[src/rtl/hazard_pkg.sv]
// Shared types and helpers for the pipeline hazard unit.
// Contents:
//   hz_cause_e  - which priority row currently drives the pipeline controls
//   REG_ZERO    - architectural x0 index; a source or destination of x0 never hazards
//   src_match   - true when a producer rd feeds a live, non-x0 consumer source
package hazard_pkg;

   typedef enum logic [2:0] {
      HZ_NONE,
      HZ_MEM,
      HZ_MD,
      HZ_DATA,
      HZ_FLUSH
   } hz_cause_e;

   localparam logic [31:0] REG_ZERO = 32'd0;

   // Register addresses are passed zero-extended to 32 bits so the helper
   // works for any REG_AW.
   function automatic logic src_match(input logic [31:0] rd,
                                      input logic [31:0] rs,
                                      input logic        use_src);
      return use_src && (rs != REG_ZERO) && (rd == rs);
   endfunction

endpackage

[src/rtl/hazard_ctrl_if.sv]
// Pipeline <-> hazard unit bundle.
// master : pipeline side, drives the stage status (*_i), receives controls (*_o)
// slave  : hazard unit side
// Signals:
//   stage status : memread/regwrite/rd of ID/EX, memread/rd of EX/MEM,
//                  ID sources and use flags, branch info, md_start, dc_req/ack
//   controls     : pc_write, IF/ID stall/flush, ID/EX stall/bubble,
//                  EX/MEM stall, MEM/WB bubble
//   mem_wait     : registered copy of the previous cycle's D-cache freeze
//   perf_*       : only when HAZARD_PERF_EN is defined
interface hazard_ctrl_if #(parameter int REG_AW = 5);

   logic              memread_idex_i;
   logic              regwrite_idex_i;
   logic [REG_AW-1:0] rd_idex_i;
   logic              memread_exmem_i;
   logic [REG_AW-1:0] rd_exmem_i;
   logic [REG_AW-1:0] rs1_ifid_i;
   logic [REG_AW-1:0] rs2_ifid_i;
   logic              use_rs1_i;
   logic              use_rs2_i;
   logic              is_branch_i;
   logic              br_taken_i;
   logic              md_start_i;
   logic              dc_req_i;
   logic              dc_ack_i;

   logic              pc_write_o;
   logic              ifid_stall_o;
   logic              ifid_flush_o;
   logic              idex_stall_o;
   logic              idex_bubble_o;
   logic              exmem_stall_o;
   logic              memwb_bubble_o;
   logic              mem_wait;
`ifdef HAZARD_PERF_EN
   logic [31:0]       perf_stall_cyc_o;
   logic [31:0]       perf_flush_cnt_o;
`endif

   modport master (
      output memread_idex_i, regwrite_idex_i, rd_idex_i, memread_exmem_i,
             rd_exmem_i, rs1_ifid_i, rs2_ifid_i, use_rs1_i, use_rs2_i,
             is_branch_i, br_taken_i, md_start_i, dc_req_i, dc_ack_i,
      input  pc_write_o, ifid_stall_o, ifid_flush_o, idex_stall_o,
             idex_bubble_o, exmem_stall_o, memwb_bubble_o, mem_wait
`ifdef HAZARD_PERF_EN
      , input perf_stall_cyc_o, perf_flush_cnt_o
`endif
   );

   modport slave (
      input  memread_idex_i, regwrite_idex_i, rd_idex_i, memread_exmem_i,
             rd_exmem_i, rs1_ifid_i, rs2_ifid_i, use_rs1_i, use_rs2_i,
             is_branch_i, br_taken_i, md_start_i, dc_req_i, dc_ack_i,
      output pc_write_o, ifid_stall_o, ifid_flush_o, idex_stall_o,
             idex_bubble_o, exmem_stall_o, memwb_bubble_o, mem_wait
`ifdef HAZARD_PERF_EN
      , output perf_stall_cyc_o, perf_flush_cnt_o
`endif
   );

endinterface

[src/rtl/hazard_md_timer.sv]
// Multi-cycle EX (mul/div) freeze timer.
// Ports:
//   clk_i, rst_n_i : clock, asynchronous active-low reset
//   md_start_i     : 1-cycle pulse, mul/div entered EX this cycle
//   busy_o         : front end must freeze this cycle
// A mul/div occupies EX for MD_LAT cycles, so the front end is frozen for
// MD_LAT-1 cycles starting with the start cycle. Starts arriving while the
// counter is running are ignored.
module hazard_md_timer #(
   parameter int MD_LAT = 4
) (
   input  logic clk_i,
   input  logic rst_n_i,
   input  logic md_start_i,
   output logic busy_o
);

   localparam int CNT_W = $clog2(MD_LAT + 1);

   // The start cycle is frozen combinationally, so the counter only has to
   // cover the MD_LAT-2 cycles that follow it.
   localparam logic [CNT_W-1:0] LOAD_VAL = (MD_LAT > 1) ? CNT_W'(MD_LAT - 2) : '0;
   localparam logic             HAS_FREEZE = (MD_LAT > 1);

   logic [CNT_W-1:0] md_cnt;
   logic             take;

   assign take   = md_start_i && (md_cnt == '0) && HAS_FREEZE;
   assign busy_o = (md_cnt != '0) || take;

   always_ff @(posedge clk_i or negedge rst_n_i) begin
      if (!rst_n_i)
         md_cnt <= '0;
      else if (take)
         md_cnt <= LOAD_VAL;
      else if (md_cnt != '0)
         md_cnt <= md_cnt - 1'b1;
   end

endmodule

[src/rtl/hazard_ctrl.sv]
// Hazard unit for the 5-stage RISC-V pipeline.
// Ports:
//   clk_i, rst_n_i : clock, asynchronous active-low reset
//   bus            : hazard_ctrl_if.slave (stage status in, stall/flush controls out)
// Priority (highest first): D-cache miss freeze, mul/div freeze, load-use /
// branch operand hazard, taken-branch flush, normal flow. All controls are
// combinational from the inputs and the registered state; during reset every
// control is 0, including pc_write (PC held).
// Optional: define HAZARD_PERF_EN to add the 32-bit saturating counters
// perf_stall_cyc_o (cycles with pc_write=0) and perf_flush_cnt_o (IF/ID flushes).
module hazard_ctrl
   import hazard_pkg::*;
#(
   parameter int REG_AW = 5,
   parameter int MD_LAT = 4
) (
   input  logic           clk_i,
   input  logic           rst_n_i,
   hazard_ctrl_if.slave   bus
);

   logic      memf;
   logic      md_busy;
   logic      lu, br1, br2, data_hz;
   logic      mem_wait;
   hz_cause_e cause;

   hazard_md_timer #(.MD_LAT(MD_LAT)) u_md_timer (
      .clk_i      (clk_i),
      .rst_n_i    (rst_n_i),
      .md_start_i (bus.md_start_i),
      .busy_o     (md_busy)
   );

   // An ack in the same cycle as the request completes the access: no freeze.
   assign memf = bus.dc_req_i && !bus.dc_ack_i;

   always_ff @(posedge clk_i or negedge rst_n_i) begin
      if (!rst_n_i)
         mem_wait <= 1'b0;
      else
         mem_wait <= memf;
   end

   assign bus.mem_wait = mem_wait;

   // Branches resolve in ID, so an ALU result still in EX or a load result
   // still in MEM is not yet forwardable to the comparator.
   assign lu  = bus.memread_idex_i &&
                (src_match(32'(bus.rd_idex_i), 32'(bus.rs1_ifid_i), bus.use_rs1_i) ||
                 src_match(32'(bus.rd_idex_i), 32'(bus.rs2_ifid_i), bus.use_rs2_i));
   assign br1 = bus.is_branch_i && bus.regwrite_idex_i &&
                (src_match(32'(bus.rd_idex_i), 32'(bus.rs1_ifid_i), bus.use_rs1_i) ||
                 src_match(32'(bus.rd_idex_i), 32'(bus.rs2_ifid_i), bus.use_rs2_i));
   assign br2 = bus.is_branch_i && bus.memread_exmem_i &&
                (src_match(32'(bus.rd_exmem_i), 32'(bus.rs1_ifid_i), bus.use_rs1_i) ||
                 src_match(32'(bus.rd_exmem_i), 32'(bus.rs2_ifid_i), bus.use_rs2_i));
   assign data_hz = lu || br1 || br2;

   // A stalled branch is never flushed: br_taken_i is only meaningful once
   // the operands are clean, and the branch is re-evaluated every cycle.
   always_comb begin
      cause = HZ_NONE;
      if (memf)
         cause = HZ_MEM;
      else if (md_busy)
         cause = HZ_MD;
      else if (data_hz)
         cause = HZ_DATA;
      else if (bus.is_branch_i && bus.br_taken_i)
         cause = HZ_FLUSH;
   end

   always_comb begin
      bus.pc_write_o     = 1'b0;
      bus.ifid_stall_o   = 1'b0;
      bus.ifid_flush_o   = 1'b0;
      bus.idex_stall_o   = 1'b0;
      bus.idex_bubble_o  = 1'b0;
      bus.exmem_stall_o  = 1'b0;
      bus.memwb_bubble_o = 1'b0;
      if (rst_n_i) begin
         case (cause)
            HZ_MEM: begin
               bus.ifid_stall_o   = 1'b1;
               bus.idex_stall_o   = 1'b1;
               bus.exmem_stall_o  = 1'b1;
               bus.memwb_bubble_o = 1'b1;
            end
            // EX/MEM is left running so it takes a NOP while the mul/div
            // sits in EX behind the held ID/EX register.
            HZ_MD: begin
               bus.ifid_stall_o = 1'b1;
               bus.idex_stall_o = 1'b1;
            end
            HZ_DATA: begin
               bus.ifid_stall_o  = 1'b1;
               bus.idex_bubble_o = 1'b1;
            end
            HZ_FLUSH: begin
               bus.pc_write_o   = 1'b1;
               bus.ifid_flush_o = 1'b1;
            end
            default: bus.pc_write_o = 1'b1;
         endcase
      end
   end

`ifdef HAZARD_PERF_EN
   logic [31:0] stall_cyc;
   logic [31:0] flush_cnt;

   always_ff @(posedge clk_i or negedge rst_n_i) begin
      if (!rst_n_i) begin
         stall_cyc <= '0;
         flush_cnt <= '0;
      end else begin
         if (!bus.pc_write_o && (stall_cyc != '1))
            stall_cyc <= stall_cyc + 32'd1;
         if (bus.ifid_flush_o && (flush_cnt != '1))
            flush_cnt <= flush_cnt + 32'd1;
      end
   end

   assign bus.perf_stall_cyc_o = stall_cyc;
   assign bus.perf_flush_cnt_o = flush_cnt;
`endif

endmodule
[src/flat_wrapper.sv]
// flat-port wrapper written by rule: the top's interface ports become plain ports
module hazard_ctrl_flat import hazard_pkg::*;
#(
   parameter int REG_AW = 5,
   parameter int MD_LAT = 4
)
  (clk_i, rst_n_i, bus_memread_idex_i, bus_regwrite_idex_i, bus_rd_idex_i, bus_memread_exmem_i, bus_rd_exmem_i, bus_rs1_ifid_i, bus_rs2_ifid_i, bus_use_rs1_i, bus_use_rs2_i, bus_is_branch_i, bus_br_taken_i, bus_md_start_i, bus_dc_req_i, bus_dc_ack_i, bus_pc_write_o, bus_ifid_stall_o, bus_ifid_flush_o, bus_idex_stall_o, bus_idex_bubble_o, bus_exmem_stall_o, bus_memwb_bubble_o, bus_mem_wait);
  hazard_ctrl_if #(.REG_AW(REG_AW)) bus_i ();
  input  logic clk_i;
  input  logic rst_n_i;
  input wire logic [$bits(bus_i.memread_idex_i)-1:0] bus_memread_idex_i;
  input wire logic [$bits(bus_i.regwrite_idex_i)-1:0] bus_regwrite_idex_i;
  input wire logic [$bits(bus_i.rd_idex_i)-1:0] bus_rd_idex_i;
  input wire logic [$bits(bus_i.memread_exmem_i)-1:0] bus_memread_exmem_i;
  input wire logic [$bits(bus_i.rd_exmem_i)-1:0] bus_rd_exmem_i;
  input wire logic [$bits(bus_i.rs1_ifid_i)-1:0] bus_rs1_ifid_i;
  input wire logic [$bits(bus_i.rs2_ifid_i)-1:0] bus_rs2_ifid_i;
  input wire logic [$bits(bus_i.use_rs1_i)-1:0] bus_use_rs1_i;
  input wire logic [$bits(bus_i.use_rs2_i)-1:0] bus_use_rs2_i;
  input wire logic [$bits(bus_i.is_branch_i)-1:0] bus_is_branch_i;
  input wire logic [$bits(bus_i.br_taken_i)-1:0] bus_br_taken_i;
  input wire logic [$bits(bus_i.md_start_i)-1:0] bus_md_start_i;
  input wire logic [$bits(bus_i.dc_req_i)-1:0] bus_dc_req_i;
  input wire logic [$bits(bus_i.dc_ack_i)-1:0] bus_dc_ack_i;
  output wire logic [$bits(bus_i.pc_write_o)-1:0] bus_pc_write_o;
  output wire logic [$bits(bus_i.ifid_stall_o)-1:0] bus_ifid_stall_o;
  output wire logic [$bits(bus_i.ifid_flush_o)-1:0] bus_ifid_flush_o;
  output wire logic [$bits(bus_i.idex_stall_o)-1:0] bus_idex_stall_o;
  output wire logic [$bits(bus_i.idex_bubble_o)-1:0] bus_idex_bubble_o;
  output wire logic [$bits(bus_i.exmem_stall_o)-1:0] bus_exmem_stall_o;
  output wire logic [$bits(bus_i.memwb_bubble_o)-1:0] bus_memwb_bubble_o;
  output wire logic [$bits(bus_i.mem_wait)-1:0] bus_mem_wait;
  assign bus_i.memread_idex_i = bus_memread_idex_i;
  assign bus_i.regwrite_idex_i = bus_regwrite_idex_i;
  assign bus_i.rd_idex_i = bus_rd_idex_i;
  assign bus_i.memread_exmem_i = bus_memread_exmem_i;
  assign bus_i.rd_exmem_i = bus_rd_exmem_i;
  assign bus_i.rs1_ifid_i = bus_rs1_ifid_i;
  assign bus_i.rs2_ifid_i = bus_rs2_ifid_i;
  assign bus_i.use_rs1_i = bus_use_rs1_i;
  assign bus_i.use_rs2_i = bus_use_rs2_i;
  assign bus_i.is_branch_i = bus_is_branch_i;
  assign bus_i.br_taken_i = bus_br_taken_i;
  assign bus_i.md_start_i = bus_md_start_i;
  assign bus_i.dc_req_i = bus_dc_req_i;
  assign bus_i.dc_ack_i = bus_dc_ack_i;
  assign bus_pc_write_o = bus_i.pc_write_o;
  assign bus_ifid_stall_o = bus_i.ifid_stall_o;
  assign bus_ifid_flush_o = bus_i.ifid_flush_o;
  assign bus_idex_stall_o = bus_i.idex_stall_o;
  assign bus_idex_bubble_o = bus_i.idex_bubble_o;
  assign bus_exmem_stall_o = bus_i.exmem_stall_o;
  assign bus_memwb_bubble_o = bus_i.memwb_bubble_o;
  assign bus_mem_wait = bus_i.mem_wait;
  hazard_ctrl #(.REG_AW(REG_AW), .MD_LAT(MD_LAT)) u_core (.clk_i(clk_i), .rst_n_i(rst_n_i), .bus(bus_i));
endmodule
[config.mk]
export PLATFORM = sky130hd
export DESIGN_NAME = hazard_ctrl_flat
export DESIGN_NICKNAME = d
export VERILOG_FILES = /design/src/rtl/hazard_pkg.sv /design/src/rtl/hazard_ctrl_if.sv /design/src/rtl/hazard_md_timer.sv /design/src/rtl/hazard_ctrl.sv /design/src/flat_wrapper.sv
export SDC_FILE = /design/constraint.sdc
export NUM_CORES = 1
export LEC_CHECK = 0
export ABC_AREA = 1
export CAP_MARGIN = 10
export CORE_MARGIN = 3
export CORE_UTILIZATION = 38
export DETAILED_ROUTE_END_ITERATION = 16
export PLACE_DENSITY = 0.9
export SKIP_CTS_REPAIR_TIMING = 1
export SLEW_MARGIN = 20
export SYNTH_ARGS = -nofsm -noshare
export SYNTH_HDL_FRONTEND = slang
export SYNTH_HIERARCHICAL = 1
export SYNTH_SLANG_ARGS = --single-unit
[constraint.sdc]
create_clock -name clk_i -period 2.7 [get_ports clk_i]
set_input_delay 0.27 -clock clk_i [delete_from_list [all_inputs] [get_ports clk_i]]
set_output_delay 0.27 -clock clk_i [all_outputs]
set_load 0.1 [all_outputs]
-- After elaboration in Yosys (flattened, before gate mapping)
Cells that the tools add are included.
- bits in latches: 0
- memory bits (read-only): 0
- bits in writable memories: 0
- memories kept: 0
- output and inout port bits: 8
- flip-flop bits (word level): 4
- $mul: 0
- add/sub/neg operators: 1
- reduce and logical (&&, ||, !) cells: 27
- bitwise gates (word level): 0
- $lt $le $gt $ge: 0
- equality and inequality tests: 8
- mux-type cells: 18
- divide/modulo/power cells: 0
- shift operators: 0
- operators with widths (operator ; number):
    5-bit == test ; 4
    3-bit two-way mux ; 6
    1-bit logical AND ; 14
    1-bit two-way mux ; 12
    5-bit nonzero test ; 2
    3-bit by 2-bit == test with 1-bit output, second input constant ; 2
    1-bit logical OR ; 5
    3-bit by 1-bit == test with 1-bit output, second input constant ; 1
    3-bit == test, second input constant ; 1
    3-bit logical NOT ; 1
    3-bit nonzero test ; 1
    3-bit OR reduction ; 1
    3-bit by 1-bit subtractor with 3-bit output, second input constant ; 1
    2-bit nonzero test ; 1
    2-bit OR reduction ; 1
    1-bit logical NOT ; 1

-- Longest topological paths before layout
- depth after elaboration: 14
- gate-level depth with buffers: 11
- depth with buffers taken out: 11

-- Modules after synthesis
Netlist, hierarchy kept.
- modules (own cells, without submodules) (module ; times used ; area an instance (um2) ; cells each):
    hazard_ctrl ; 1 ; 449.2 ; 81
    hazard_md_timer ; 1 ; 158.9 ; 19

-- Worst setup path before layout
No wires, ideal clock.
- kind: reg-to-output
- start point: register u_core.u_md_timer.md_cnt[0]
- end point: output bus_ifid_stall_o
- stages on the path, launching flop included: 9
- path buffers: 0
- slack: -0.617 ns
- required time: 2.430 ns
- arrival: 3.047 ns
- cell sequence: dfrtp_1 inv_1 ha_1 ha_1 nand2_1 nor2_1 nor2_1 inv_1 nand2_1
- word-level cells in the longest chain between the ends: 9
- RTL lines (what ; RTL line ; RTL):
    start, declared ; hazard_md_timer.sv:25 ; logic [CNT_W-1:0] md_cnt;
    start signal, assigned ; hazard_md_timer.sv:37 ; md_cnt <= md_cnt - 1'b1;
    3-bit logical NOT ; hazard_md_timer.sv:28 ; assign take = md_start_i && (md_cnt == '0) && HAS_FREEZE;
    1-bit logical AND ; hazard_md_timer.sv:28 ;
    1-bit logical OR * ; hazard_md_timer.sv:29 ; assign busy_o = (md_cnt != '0) || take;
    named net u_core.md_busy ; hazard_ctrl.sv:23 ; logic md_busy;
    3-bit two-way mux * ; hazard_ctrl.sv:66 ; else if (md_busy)
    3-bit two-way mux * ; hazard_ctrl.sv:64 ; if (memf)
    3-bit by 2-bit == test with 1-bit output / 3-bit by 1-bit == test with 1-bit output (equally long branches) ; hazard_ctrl.sv:83 ; case (cause)
    3-bit OR reduction (no line) * ; -- ;
    1-bit two-way mux * ; hazard_ctrl.sv:83 ;
    1-bit two-way mux * ; hazard_ctrl.sv:82 ; if (rst_n_i) begin
    end, declared ; flat_wrapper.sv:26 ; output wire logic [$bits(bus_i.ifid_stall_o)-1:0] bus_ifid_stall_o;
Mark *: on every way through the listed nets, which the timed path passes. The rest lies on a longest branch.

-- Worst setup path in the final report
- start point: register u_core.u_md_timer.md_cnt[0]
- end point: output bus_ifid_flush_o
- word-level cells in the longest chain between the ends: 8
- RTL lines (what ; RTL line ; RTL):
    3-bit logical NOT ; hazard_md_timer.sv:28 ;
    1-bit logical AND ; hazard_md_timer.sv:28 ;
    1-bit logical OR * ; hazard_md_timer.sv:29 ;
    named net u_core.md_busy ; hazard_ctrl.sv:23 ;
    3-bit two-way mux * ; hazard_ctrl.sv:66 ;
    3-bit two-way mux * ; hazard_ctrl.sv:64 ;
    3-bit == test * ; hazard_ctrl.sv:83 ;
    1-bit two-way mux * ; hazard_ctrl.sv:83 ;
    1-bit two-way mux * ; hazard_ctrl.sv:82 ;
    end, declared ; flat_wrapper.sv:27 ; output wire logic [$bits(bus_i.ifid_flush_o)-1:0] bus_ifid_flush_o;
Marked as above.

==> reports/qor.txt <==
Full die area -> 2116 µm²
Lkg Pwr -> 0.5206 nW
Gr usage total -> 0.1781
Clk Tree Root Cell -> clkbuf_4
Final hold violations -> 0
Worst-path fanout max -> 7
Clock buffer depth -> 2
Core area -> 1399 µm²
Fin Setup TNS -> 0 ns
Max VDD drop -> 0.1918 mV
Final setup fails -> 0
# clock sinks -> 4
Total Nets Final -> 177
Slew margin rel. -> 0.8156
TritonCTS clock tree -> done
Fill count -> 111
Synth cell types -> 16
Width of the die -> 46 µm
Htree depth -> 1
Final std cells w/o fill -> 156
DR iter-0 viols -> 11
R2R Path End -> u_core/u_md_timer/md_cnt[1]$_DFFE_PN0P_
Worst min path class -> input port to asynchronous set/reset pin
WP data required -> 2.43 ns
Drt total wl -> 1870 µm
Startpoint Class -> register
Yosys reg bits -> 4
GR Util met2 -> 0.3681
Detail Route Antenna Nets -> 0
F_max -> 429.8 MHz
M3 GR Usage -> 0.01186
Max-cap violations -> 0
Routed vias -> 735
Global Route met1 Usage -> 0.1674
Remaining DRCs -> 0
Initial Utilization -> 0.4347
Placed Cells -> 153
Buffers on Ports -> 39
Final min period -> 2.327 ns
R2R cell count -> 7
Cell count after synthesis -> 100
Initial antenna violation count -> 0
Share of cells above drive strength 1 -> 0.1560
First-pass GRT wire length -> 2670 µm
Leading area contributor after synthesis -> dfrtp_1
GRT busiest layer -> met2
Status -> completed
Syn nets -> 134
Final Cycle Share -> 0.8618
CP Class -> register to primary output
Post-synthesis sequential area ratio -> 0.1646
RD Place Congestion -> 0.8155
Synth top area share -> 0.1646
Vias in the first global route -> 674
Clock Skew -> 0.0001691 ns
Overflow after GRT -> 0
Synth top area cells -> dfrtp_1 16%, xor2_1 14%, nand2_1 14%, xnor2_1 12%, nor2_1 10%
Worst R2R Setup Slack -> 1.45 ns
Pwr dens -> 431.1 nW/µm²
P&R area growth vs syn -> 77.37%
Crit. End Element -> primary output
Slew @ Worst Pin -> 0.2757 ns
Vias/cell -> 4.712
Die Height -> 46 µm
WP data arrival -> 2.06 ns
Synth Cell Area -> 608.1 µm²
Pre-antenna DRT Iters -> 4
Antenna Cells -> 0
Wire per inst -> 11.99 µm
Synth warnings -> 6
R2r startpoint -> u_core/u_md_timer/md_cnt[0]$_DFFE_PN0P_
Num rows -> 13
HPWL after detailed placement -> 1702 µm
CTS clk-pin slew, worst paths -> 0.04 ns
TritonCTS buffer count -> 3
Slew Limit Fails -> 0
Syn Area/Cell -> 6.081 µm²
IO Pins -> 40
Clk_lat worst skew -> 0.23 ns
Maximum number of pins on one net before global-route repair -> 8
Unrepaired setup endpoints after global routing -> false
## worst max-delay path by stage
stage                                            startpoint                to  slack, ns
floorplan           u_core/u_md_timer/md_cnt[0]$_DFFE_PN0P_  bus_ifid_stall_o      -0.11
global placement                          bus_rs2_ifid_i[2]  bus_ifid_stall_o       0.68
detailed placement                        bus_rs2_ifid_i[0]  bus_ifid_flush_o       0.59
CTS                 u_core/u_md_timer/md_cnt[0]$_DFFE_PN0P_  bus_ifid_flush_o       0.38
global route        u_core/u_md_timer/md_cnt[0]$_DFFE_PN0P_  bus_ifid_flush_o       0.18
finish              u_core/u_md_timer/md_cnt[0]$_DFFE_PN0P_  bus_ifid_flush_o       0.37
## report_power, final
group          internal [mW]  switching (mW)  total, mW
sequential            0.0864          0.0137      0.100
clock                 0.0496          0.0225     0.0721
combinational          0.122           0.171      0.293
## state kept, by name, indices dropped and copies added (netlist names)
signal / count
u_core/u_md_timer/md_cnt: 3
u_core/bus.mem_wait: 1
## cells in the mapped netlist
master and number:
a21o_2 1, a21oi_1 1, buf_4 1, dfrtp_1 4, ha_1 2, inv_1 16, nand2_1 23, nand2_2 4
nand3_1 8, nand3b_1 1, nor2_1 17, nor2_2 1, nor3_1 1, o21ai_0 2, xnor2_1 8, xor2_1 10
## area by class of cell
| type | instances | area [µm²] | area share |
|---|---|---|---|
| Clock buffer | 3 | 22.52 | 0.02088 |
| Inverter | 16 | 60.06 | 0.05568 |
| Sequential cell | 4 | 100.1 | 0.09281 |
| Tap cell | 15 | 18.77 | 0.01740 |
| Timing Repair Buffer | 39 | 420.4 | 0.3898 |
| Multi-Input combinational cell | 79 | 456.7 | 0.4234 |
## stage by stage
| stage | hold WS, ns | power, mW | worst slack (ns) | utilization | area (µm²) |
|---|---|---|---|---|---|
| 3_5_place_dp | 0.5006 | 0.3926 | 0.5891 | 0.7549 | 1056 |
| 6_report | 0.2841 | 0.4649 | 0.3732 | 0.7710 | 1079 |
| 4_1_cts | 0.2740 | 0.4707 | 0.3817 | 0.7710 | 1079 |
| 5_1_grt | 0.2812 | 0.5017 | 0.1804 | 0.7710 | 1079 |
| 2_1_floorplan | -0.02559 | 0.2773 | -0.1100 | - | 624.3 |
| 3_3_place_gp | 0.4854 | 0.3735 | 0.6783 | 0.7549 | 1056 |
## cell families (layout without fill, tap and decap cells)
| kind of cell | count (synthesis) | after routing | synth area share |
|---|---|---|---|
| fa+ha+maj | 2 | 2 | 0.04115 |
| buf+inv | 17 | 58 | 0.1111 |
| compound gates | 4 | 4 | 0.03909 |
| flops | 4 | 4 | 0.1646 |
| simple gates | 55 | 55 | 0.3848 |
| xor+xnor | 18 | 18 | 0.2593 |
## layout by cell type (no fill, tap or decap)
| cell | Yosys | final |
|---|---|---|
| buf_4 | 1 | 4 |
| inv_1 | 16 | 16 |
| dfrtp_1 | 4 | 4 |
| xnor2_1 | 8 | 8 |
| xor2_1 | 10 | 10 |
| clkbuf_4 | 0 | 3 |
| buf_12 | 0 | 4 |
| nand2_1 | 23 | 23 |
| nand2_2 | 4 | 4 |
| a21o_2 | 1 | 1 |
| nor2_2 | 1 | 4 |
| clkdlybuf4s50_1 | 0 | 31 |
| ha_1 | 2 | 2 |
| nor3_2 | 0 | 1 |
| nor2_1 | 17 | 14 |
| nand3_1 | 8 | 8 |
| nand3b_1 | 1 | 1 |
| o21ai_0 | 2 | 2 |
| a21oi_2 | 0 | 1 |
## layer usage
layer / wire (µm) / vias to the layer above
li1: - / 385
met1: 668 / 332
met2: 1136 / 16
met3: 47 / 2
met4: 17 / 0
met5: 0 / -
## critical path, cell delays in order, from the launching register on
cell	delay, ns
dfrtp_1	0.38
inv_1	0.06
ha_1	0.15
ha_1	0.27
nand2_1	0.12
nor2_1	0.18
inv_1	0.06
nor2_1	0.14
nand3_1	0.10
nor2_2	0.17
buf_12	0.19
Power figures use the tool's default switching activity.
